### src/rtl/muldiv_unit_pkg.sv
// ---------------------------------------------------------------------------
// common : shared types for the execute-stage arithmetic units.
//
// md_op_t    : M-extension operation code carried on the muldiv_unit op port.
// md_state_t : control states of the iterative multiply/divide unit.
// Helper functions classify which operands of an op are read as signed.
// ---------------------------------------------------------------------------
package common;

   typedef enum logic [2:0] {
      MD_MUL    = 3'd0,
      MD_MULH   = 3'd1,
      MD_MULHSU = 3'd2,
      MD_MULHU  = 3'd3,
      MD_DIV    = 3'd4,
      MD_DIVU   = 3'd5,
      MD_REM    = 3'd6,
      MD_REMU   = 3'd7
   } md_op_t;

   typedef enum logic [1:0] {
      S_IDLE = 2'd0,
      S_MUL  = 2'd1,
      S_DIV  = 2'd2,
      S_DONE = 2'd3
   } md_state_t;

   // rs1 is two's complement for MULH, MULHSU, DIV and REM
   function automatic logic lhs_signed(md_op_t op);
      return (op == MD_MULH) || (op == MD_MULHSU) || (op == MD_DIV) || (op == MD_REM);
   endfunction

   // rs2 is two's complement for MULH, DIV and REM
   function automatic logic rhs_signed(md_op_t op);
      return (op == MD_MULH) || (op == MD_DIV) || (op == MD_REM);
   endfunction

endpackage

### src/rtl/muldiv_unit_div_step.sv
// ---------------------------------------------------------------------------
// muldiv_div_step : one combinational restoring-division iteration.
//
// Ports:
//   partial  in  XLEN+1 : shifted partial remainder {remainder, next dividend bit}
//   divisor  in  XLEN   : divisor magnitude
//   rem_next out XLEN   : remainder after this iteration
//   q_bit    out 1      : quotient bit produced by this iteration
// ---------------------------------------------------------------------------
module muldiv_div_step #(
   parameter int XLEN = 32
) (
   input  logic [XLEN:0]   partial,
   input  logic [XLEN-1:0] divisor,
   output logic [XLEN-1:0] rem_next,
   output logic            q_bit
);

   logic [XLEN:0] diff;

   // The running remainder is always below the divisor, so partial is below
   // twice the divisor and the difference fits XLEN+1 bits as a signed value:
   // its top bit is a clean borrow flag.
   always_comb begin
      diff     = partial - {1'b0, divisor};
      q_bit    = ~diff[XLEN];
      rem_next = q_bit ? diff[XLEN-1:0] : partial[XLEN-1:0];
   end

endmodule

### src/rtl/muldiv_unit.sv
// ---------------------------------------------------------------------------
// muldiv_unit : iterative RV32M multiply/divide unit for the execute stage.
//
// Ports:
//   clk, reset          : clock, synchronous active-high reset
//   flush               : abandon any operation in progress or pending
//   in_valid / in_ready : operation handshake (op, left_operand, right_operand)
//   out_valid/ out_ready: result handshake (result)
//   busy                : unit is iterating (state MUL or DIV)
//
// Build option: define MULDIV_FAST_MUL_EN to compute all multiplies with a
// single-cycle combinational product instead of the shift-add iteration.
// ---------------------------------------------------------------------------
module muldiv_unit
   import common::*;
#(
   parameter int XLEN = 32
) (
   input  logic            clk,
   input  logic            reset,
   input  logic            flush,
   input  logic            in_valid,
   output logic            in_ready,
   input  logic [2:0]      op,
   input  logic [XLEN-1:0] left_operand,
   input  logic [XLEN-1:0] right_operand,
   output logic            out_valid,
   input  logic            out_ready,
   output logic [XLEN-1:0] result,
   output logic            busy
);

   localparam int CW = $clog2(XLEN);
   localparam logic [XLEN-1:0] SIGNED_MIN = {1'b1, {(XLEN-1){1'b0}}};

   md_state_t         state_q, state_d;
   logic [CW-1:0]     count_q, count_d;
   logic [2*XLEN-1:0] acc_q, acc_d;
   logic [XLEN-1:0]   opnd_q, opnd_d;
   md_op_t            op_q, op_d;
   logic              neg_q, neg_d;
   logic              rem_neg_q, rem_neg_d;
   logic [XLEN-1:0]   result_q, result_d;

   md_op_t            op_in;
   logic              lhs_neg, rhs_neg;
   logic [XLEN-1:0]   lhs_mag, rhs_mag;
   logic              is_final;
   logic [XLEN:0]     mul_sum;
   logic [2*XLEN-1:0] mul_next, mul_fixed;
   logic [XLEN-1:0]   rem_next;
   logic              q_bit;
   logic [2*XLEN-1:0] div_next;
   logic [XLEN-1:0]   quot_fixed, rem_fixed;
`ifdef MULDIV_FAST_MUL_EN
   logic [2*XLEN-1:0] fast_prod, fast_fixed;
`endif

   assign op_in     = md_op_t'(op);
   assign in_ready  = (state_q == S_IDLE) && !flush;
   assign out_valid = (state_q == S_DONE);
   assign busy      = (state_q == S_MUL) || (state_q == S_DIV);
   assign result    = result_q;

   // Accumulator layout while dividing: {remainder, dividend/quotient}.
   muldiv_div_step #(.XLEN(XLEN)) u_div_step (
      .partial  (acc_q[2*XLEN-1:XLEN-1]),
      .divisor  (opnd_q),
      .rem_next (rem_next),
      .q_bit    (q_bit)
   );

   // Both datapaths work on magnitudes; the sign of the result is restored
   // combinationally in the last iteration so no extra cycle is spent.
   always_comb begin
      lhs_neg  = lhs_signed(op_in) && left_operand[XLEN-1];
      rhs_neg  = rhs_signed(op_in) && right_operand[XLEN-1];
      lhs_mag  = lhs_neg ? -left_operand : left_operand;
      rhs_mag  = rhs_neg ? -right_operand : right_operand;
      is_final = (count_q == CW'(XLEN-1));

      // Shift-add: the multiplier sits in the low half and is consumed LSB first.
      mul_sum   = {1'b0, acc_q[2*XLEN-1:XLEN]} + {1'b0, opnd_q};
      mul_next  = acc_q[0] ? {mul_sum, acc_q[XLEN-1:1]} : {1'b0, acc_q[2*XLEN-1:1]};
      mul_fixed = neg_q ? -mul_next : mul_next;

      div_next   = {rem_next, acc_q[XLEN-2:0], q_bit};
      quot_fixed = neg_q ? -div_next[XLEN-1:0] : div_next[XLEN-1:0];
      rem_fixed  = rem_neg_q ? -div_next[2*XLEN-1:XLEN] : div_next[2*XLEN-1:XLEN];

`ifdef MULDIV_FAST_MUL_EN
      fast_prod  = {{XLEN{1'b0}}, lhs_mag} * {{XLEN{1'b0}}, rhs_mag};
      fast_fixed = (lhs_neg ^ rhs_neg) ? -fast_prod : fast_prod;
`endif
   end

   // Next-state and datapath control.
   always_comb begin
      state_d   = state_q;
      count_d   = count_q;
      acc_d     = acc_q;
      opnd_d    = opnd_q;
      op_d      = op_q;
      neg_d     = neg_q;
      rem_neg_d = rem_neg_q;
      result_d  = result_q;

      case (state_q)
         S_IDLE: begin
            if (in_valid && in_ready) begin
               op_d    = op_in;
               count_d = '0;
               if (op_in[2]) begin
                  if (right_operand == '0) begin
                     result_d = op_in[1] ? left_operand : {XLEN{1'b1}};
                     state_d  = S_DONE;
                  end else if (lhs_signed(op_in) && left_operand == SIGNED_MIN &&
                               right_operand == {XLEN{1'b1}}) begin
                     // Signed overflow: the quotient wraps to the dividend.
                     result_d = op_in[1] ? {XLEN{1'b0}} : left_operand;
                     state_d  = S_DONE;
                  end else begin
                     acc_d     = {{XLEN{1'b0}}, lhs_mag};
                     opnd_d    = rhs_mag;
                     neg_d     = lhs_neg ^ rhs_neg;
                     rem_neg_d = lhs_neg;
                     state_d   = S_DIV;
                  end
               end else begin
`ifdef MULDIV_FAST_MUL_EN
                  result_d = (op_in == MD_MUL) ? fast_fixed[XLEN-1:0] : fast_fixed[2*XLEN-1:XLEN];
                  state_d  = S_DONE;
`else
                  acc_d   = {{XLEN{1'b0}}, rhs_mag};
                  opnd_d  = lhs_mag;
                  neg_d   = lhs_neg ^ rhs_neg;
                  state_d = S_MUL;
`endif
               end
            end
         end
         S_MUL: begin
            acc_d   = mul_next;
            count_d = count_q + CW'(1);
            if (is_final) begin
               result_d = (op_q == MD_MUL) ? mul_fixed[XLEN-1:0] : mul_fixed[2*XLEN-1:XLEN];
               state_d  = S_DONE;
            end
         end
         S_DIV: begin
            acc_d   = div_next;
            count_d = count_q + CW'(1);
            if (is_final) begin
               result_d = op_q[1] ? rem_fixed : quot_fixed;
               state_d  = S_DONE;
            end
         end
         S_DONE: begin
            if (out_ready) state_d = S_IDLE;
         end
         default: state_d = S_IDLE;
      endcase

      // A flush overrides everything, including a result that would be
      // written on this very edge.
      if (flush) begin
         state_d  = S_IDLE;
         result_d = result_q;
      end
   end

   // State and datapath registers; reset also clears the visible result.
   always_ff @(posedge clk) begin
      if (reset) begin
         state_q   <= S_IDLE;
         count_q   <= '0;
         acc_q     <= '0;
         opnd_q    <= '0;
         op_q      <= MD_MUL;
         neg_q     <= 1'b0;
         rem_neg_q <= 1'b0;
         result_q  <= '0;
      end else begin
         state_q   <= state_d;
         count_q   <= count_d;
         acc_q     <= acc_d;
         opnd_q    <= opnd_d;
         op_q      <= op_d;
         neg_q     <= neg_d;
         rem_neg_q <= rem_neg_d;
         result_q  <= result_d;
      end
   end

endmodule
### config.mk
export PLATFORM = sky130hd
export DESIGN_NAME = muldiv_unit
export DESIGN_NICKNAME = d
export VERILOG_FILES = /design/src/rtl/muldiv_unit_pkg.sv /design/src/rtl/muldiv_unit_div_step.sv /design/src/rtl/muldiv_unit.sv
export SDC_FILE = /design/constraint.sdc
export NUM_CORES = 1
export LEC_CHECK = 0
export ABC_AREA = 0
export CAP_MARGIN = 20
export CELL_PAD_IN_SITES_DETAIL_PLACEMENT = 1
export CELL_PAD_IN_SITES_GLOBAL_PLACEMENT = 1
export CORE_MARGIN = 5
export CORE_UTILIZATION = 45
export DETAILED_ROUTE_END_ITERATION = 8
export PLACE_DENSITY = 0.95
export SLEW_MARGIN = 5
export SYNTH_ARGS = -nofsm -noshare
export SYNTH_HDL_FRONTEND = slang
export SYNTH_SLANG_ARGS = --single-unit
### constraint.sdc
create_clock -name clk -period 7.15 [get_ports clk]
set_input_delay 1.0725 -clock clk [delete_from_list [all_inputs] [get_ports clk]]
set_output_delay 1.0725 -clock clk [all_outputs]
set_load 0.01 [all_outputs]
==> results of run 1 <==
cell usage in the layout, fill, tap and decap left out, types with 24 or more instances in the layout:
cell type and instances:
nand2_1 300, nor2_1 290, a21oi_1 229, o21ai_0 183
dfxtp_1 138, clkdlybuf4s50_1 104, nor3_1 95, xnor2_1 95
xor2_1 88, inv_1 79, ha_1 74, nand3_1 69
a211oi_1 69, mux2i_1 53, o211ai_1 45, or3_1 39
buf_4 37, o31ai_1 34, nand4_1 32, maj3_1 29
a31oi_1 27, a221o_1 26, nand2b_1 25, and3_1 24
report_power, final:
part	switching, W	total, W	internal, W
Clock	0.000438	0.000962	0.000524
Combinational	0.000898	0.00134	0.000438
Sequential	0.0000965	0.000917	0.000821
Total	0.00143	0.00321	0.00178
repair_timing:
item | 4_1_cts | 5_1_grt
setup endpoints to repair | 0 | 3
resized for setup | 0 | 2
endpoints found under the hold margin | 0 | 0
worst max-delay path, stage by stage, from the launching register on:
cell       delay [ps]
dfxtp_1           430
inv_1             130
ha_1              260
fa_1              420
nand2b_1          210
a211oi_2          430
o21ai_2           230
o211a_1           340
a2111o_1          500
and3_2            300
inv_1             140
nor2_1             60
a21oi_1           220
ha_1              280
or4b_1            440
or3_1             360
nor3_2            260
a41oi_2           320
or3b_1            560
o31a_1            300
and3_1            190
o31ai_1           260
o2bb2ai_1         140
routing by layer:
metal | GRT usage (%) | wire length [um] | vias up
li1 | - | - | 9592
met1 | 47.5 | 34200 | 10700
met2 | 62.3 | 40100 | 1294
met3 | 8.15 | 8520 | 389
met4 | 25.6 | 7110 | 10
met5 | 0 | 62 | -
area by class of cell:
class                      count  area, um^2
fill                        5134       19800
multi-input combinational   2204       14000
sequential                   140        2810
timing repair buffer         145        1380
tap                          525         657
clock buffer                  19         443
inverter                      80         300
clock inverter                13         143
antenna                        2        5.00
stage by stage:
stage          cells  util [%]  hold WS [ps]
2_1_floorplan   2631         -           444
3_3_place_gp    3090      48.3           442
3_5_place_dp    3091      48.4           453
4_1_cts         3123      49.8           469
5_1_grt         3126      50.0           498
6_report        3128      50.0           479
flip-flops by register name, summed over array words and instances, names as in the netlist:
name	cells
rem_neg_q	1
result	32
acc_q	64
count_q	5
neg_q	1
opnd_q	32
state_q	2
op_q	3
worst max path at each step:
stage,from,endpoint,depth (start not counted)
after CTS,acc_q[31],result[30],22
final,acc_q[31],result[30],22
after detailed placement,acc_q[31],result[30],22
after global placement,acc_q[31],result[30],22
after global routing,acc_q[31],result[30],22
after floorplan,acc_q[31],result[30],23
cells by family (layout without fill, tap and decap cells):
kind of cell / Yosys count / count (layout) / synth area share, %
adders and majority gates: 108 / 108 / 7.22
DFF: 140 / 140 / 15.6
AOI/OAI and AO/OA: 844 / 844 / 31.1
muxes: 77 / 77 / 4.72
xor gates and xnor gates: 183 / 183 / 8.94
and+or+nand+nor: 992 / 992 / 26.0
buffers and inverters: 287 / 257 / 6.33
other: 0 / 2 / 0
==> impl.org, run 1 <==
** Final layout
- The finished cells cover 19800 um^2.
- Area delta synth->final :: 10.4%
- After the last flow step, the layout net total stands at 2739.
- Proportion of layout cells with a drive suffix above 1 :: 5.61%

** Placement
- Placed cell area :: 19100 um^2
- Last weighted congestion value of the routability-driven placer :: 0.973
- Before CTS, the worst setup slack after placement is 340 ps.
- HPWL reported at the end of detailed placement :: 68900 um
- IO Port Bufs :: 106

** STA
- Final setup violation count :: 0
- Max transition margin :: 16.9%
- Unrepaired setup endpoints after global routing :: no
- Post-route clock period utilization :: 96.3%
- Worst-Margin Slew :: 1240 ps
- Between clock sinks in the finished design, the worst skew comes to 12.7 ps.
- Summed over all failing endpoints, the final setup total negative slack is 0 ps.
- The final number of hold-violating endpoints was 0.
- Across all setup checks in the final design, the least slack found is 262 ps.
- Achievable Freq :: 145 MHz
- The routed design could run at a clock period as short as 6890 ps.
- The count of final max-slew check failures was 0.

** Synthesis
- Count of different cell masters after synthesis :: 98
- The commonest cells after synthesis are 301 x nand2_1, 290 x nor2_1, 231 x a21oi_1.
- Synthesized instance count :: 2631
- Summed over all instances, the cell type with the most area after synthesis is dfxtp_1.
- Syn_nets :: 2782
- After synthesis, the cell types taking the most area are dfxtp_1 16%, a21oi_1 6.4%, nand2_1 6.3%.
- Netlist area before placement :: 17900 um^2
- Summing the sequential cell areas from Yosys gives 15.6% of the chip area.
- Each instance of the synthesized netlist takes up on average 6.81 um^2.
- Summed over its instances, the top area cell type makes up 15.6% of the synthesized netlist area.
- Yosys mapped a number of flops with a built-in enable equal to 0.
- Library cell with the highest instance count after synthesis :: nand2_1
- Proportion of synthesized flip-flops having asynchronous set or reset :: 0%
- During synthesis, Yosys emitted a total of 0 warnings.
- Flop and latch count out of synthesis :: 140
- The most used flip-flop cell after synthesis is dfxtp_1.

** Clock tree
- Post-CTS timing repair inserted 0 buffers for setup.
- TritonCTS built the clock tree.
- Sink Count :: 140
- Clock Tree Root :: clkbuf_16
- The clock passes through at most 2 buffers.
- Source-to-sink clock delay at the later pin of the worst-skew pair :: 480 ps
- TritonCTS Buffers :: 17
- H-tree levels :: 4
- CTS clock-pin slew for the worst setup and hold paths :: 70 ps
- For this design, the CTS-stage hold fixing added 0 buffers.

** Power and ir drop
- In this run the static leakage power is 7.00 nW.
- VDD sags by at most 0.136 mV.
- Total design power :: 0.00321 W
- Power spread over the standard cell area amounts to 163 nW/um^2.

** Critical path
- STA classifies the critical path startpoint as a register.
- In this run the worst path has a maximum fanout of 7.
- Number of cells traversed by the worst register-to-register path :: 22
- The startpoint identified for the worst register-to-register timing path is acc_q[31].
- At the worst endpoint, the arrival time is 7290 ps.
- STA puts the critical path data required time at 7550 ps.
- The critical path is of the reg2reg type.
- STA classifies the critical path endpoint as a register.
- Worst R2R Setup Slack :: 260 ps
- Endpoint of the worst-slack reg-to-reg timing path :: result[30]

** Worst hold path
- Hold path startpoint :: result[3]
- Hold Crit Class :: reg2reg
- Depth of the worst hold-timing path :: 1
- The path with the worst hold slack has its endpoint at result[3].

** Floorplan
- The floorplan step defined a die boundary enclosing 43900 um^2.
- Boundary Pins :: 107
- From left edge to right edge, the die measures 210 um.
- Die Y :: 210 um
- The core region is 39500 um^2.
- Standard-cell row count :: 73
- Initial cell density of the core :: 45.3%

** Drt
- Vias per cell :: 7.02
- The routed layout has 22000 vias.
- Detailed router's first-iteration violation count :: 2798
- Final antenna-violating net count :: 0
- In the routed design, unresolved DRC markers number 0.
- The first detailed-routing pass took 7 iterations.
- Summed over all layers, the routed wires come to 90100 um.
- Wirelength per Cell :: 28.8 um

** GRT
- Entering global routing, the biggest net connects 97 pins.
- Initial antenna violation count :: 6
- First-pass GRT wire length :: 134000 um
- The via count of the first global-routing pass came to 21900.
- Total routing resource utilization after global routing :: 39.0%
- GRT overflow :: 0

** Outcome
- Run status :: finished clean

** Run
- Across the run, the number of max-cap violations was 0.
Power figures use the tool's default switching activity.
==> run 2, diff against run 1 <==
--- a/config.mk
+++ b/config.mk
@@ -12,6 +12,7 @@
 export CORE_MARGIN = 5
 export CORE_UTILIZATION = 45
 export DETAILED_ROUTE_END_ITERATION = 8
+export HOLD_SLACK_MARGIN = 0.05
 export PLACE_DENSITY = 0.95
 export SLEW_MARGIN = 5
 export SYNTH_ARGS = -nofsm -noshare
==> results of run 2 <==
The final DEF is identical to that of run 1; final timing and power are the same.
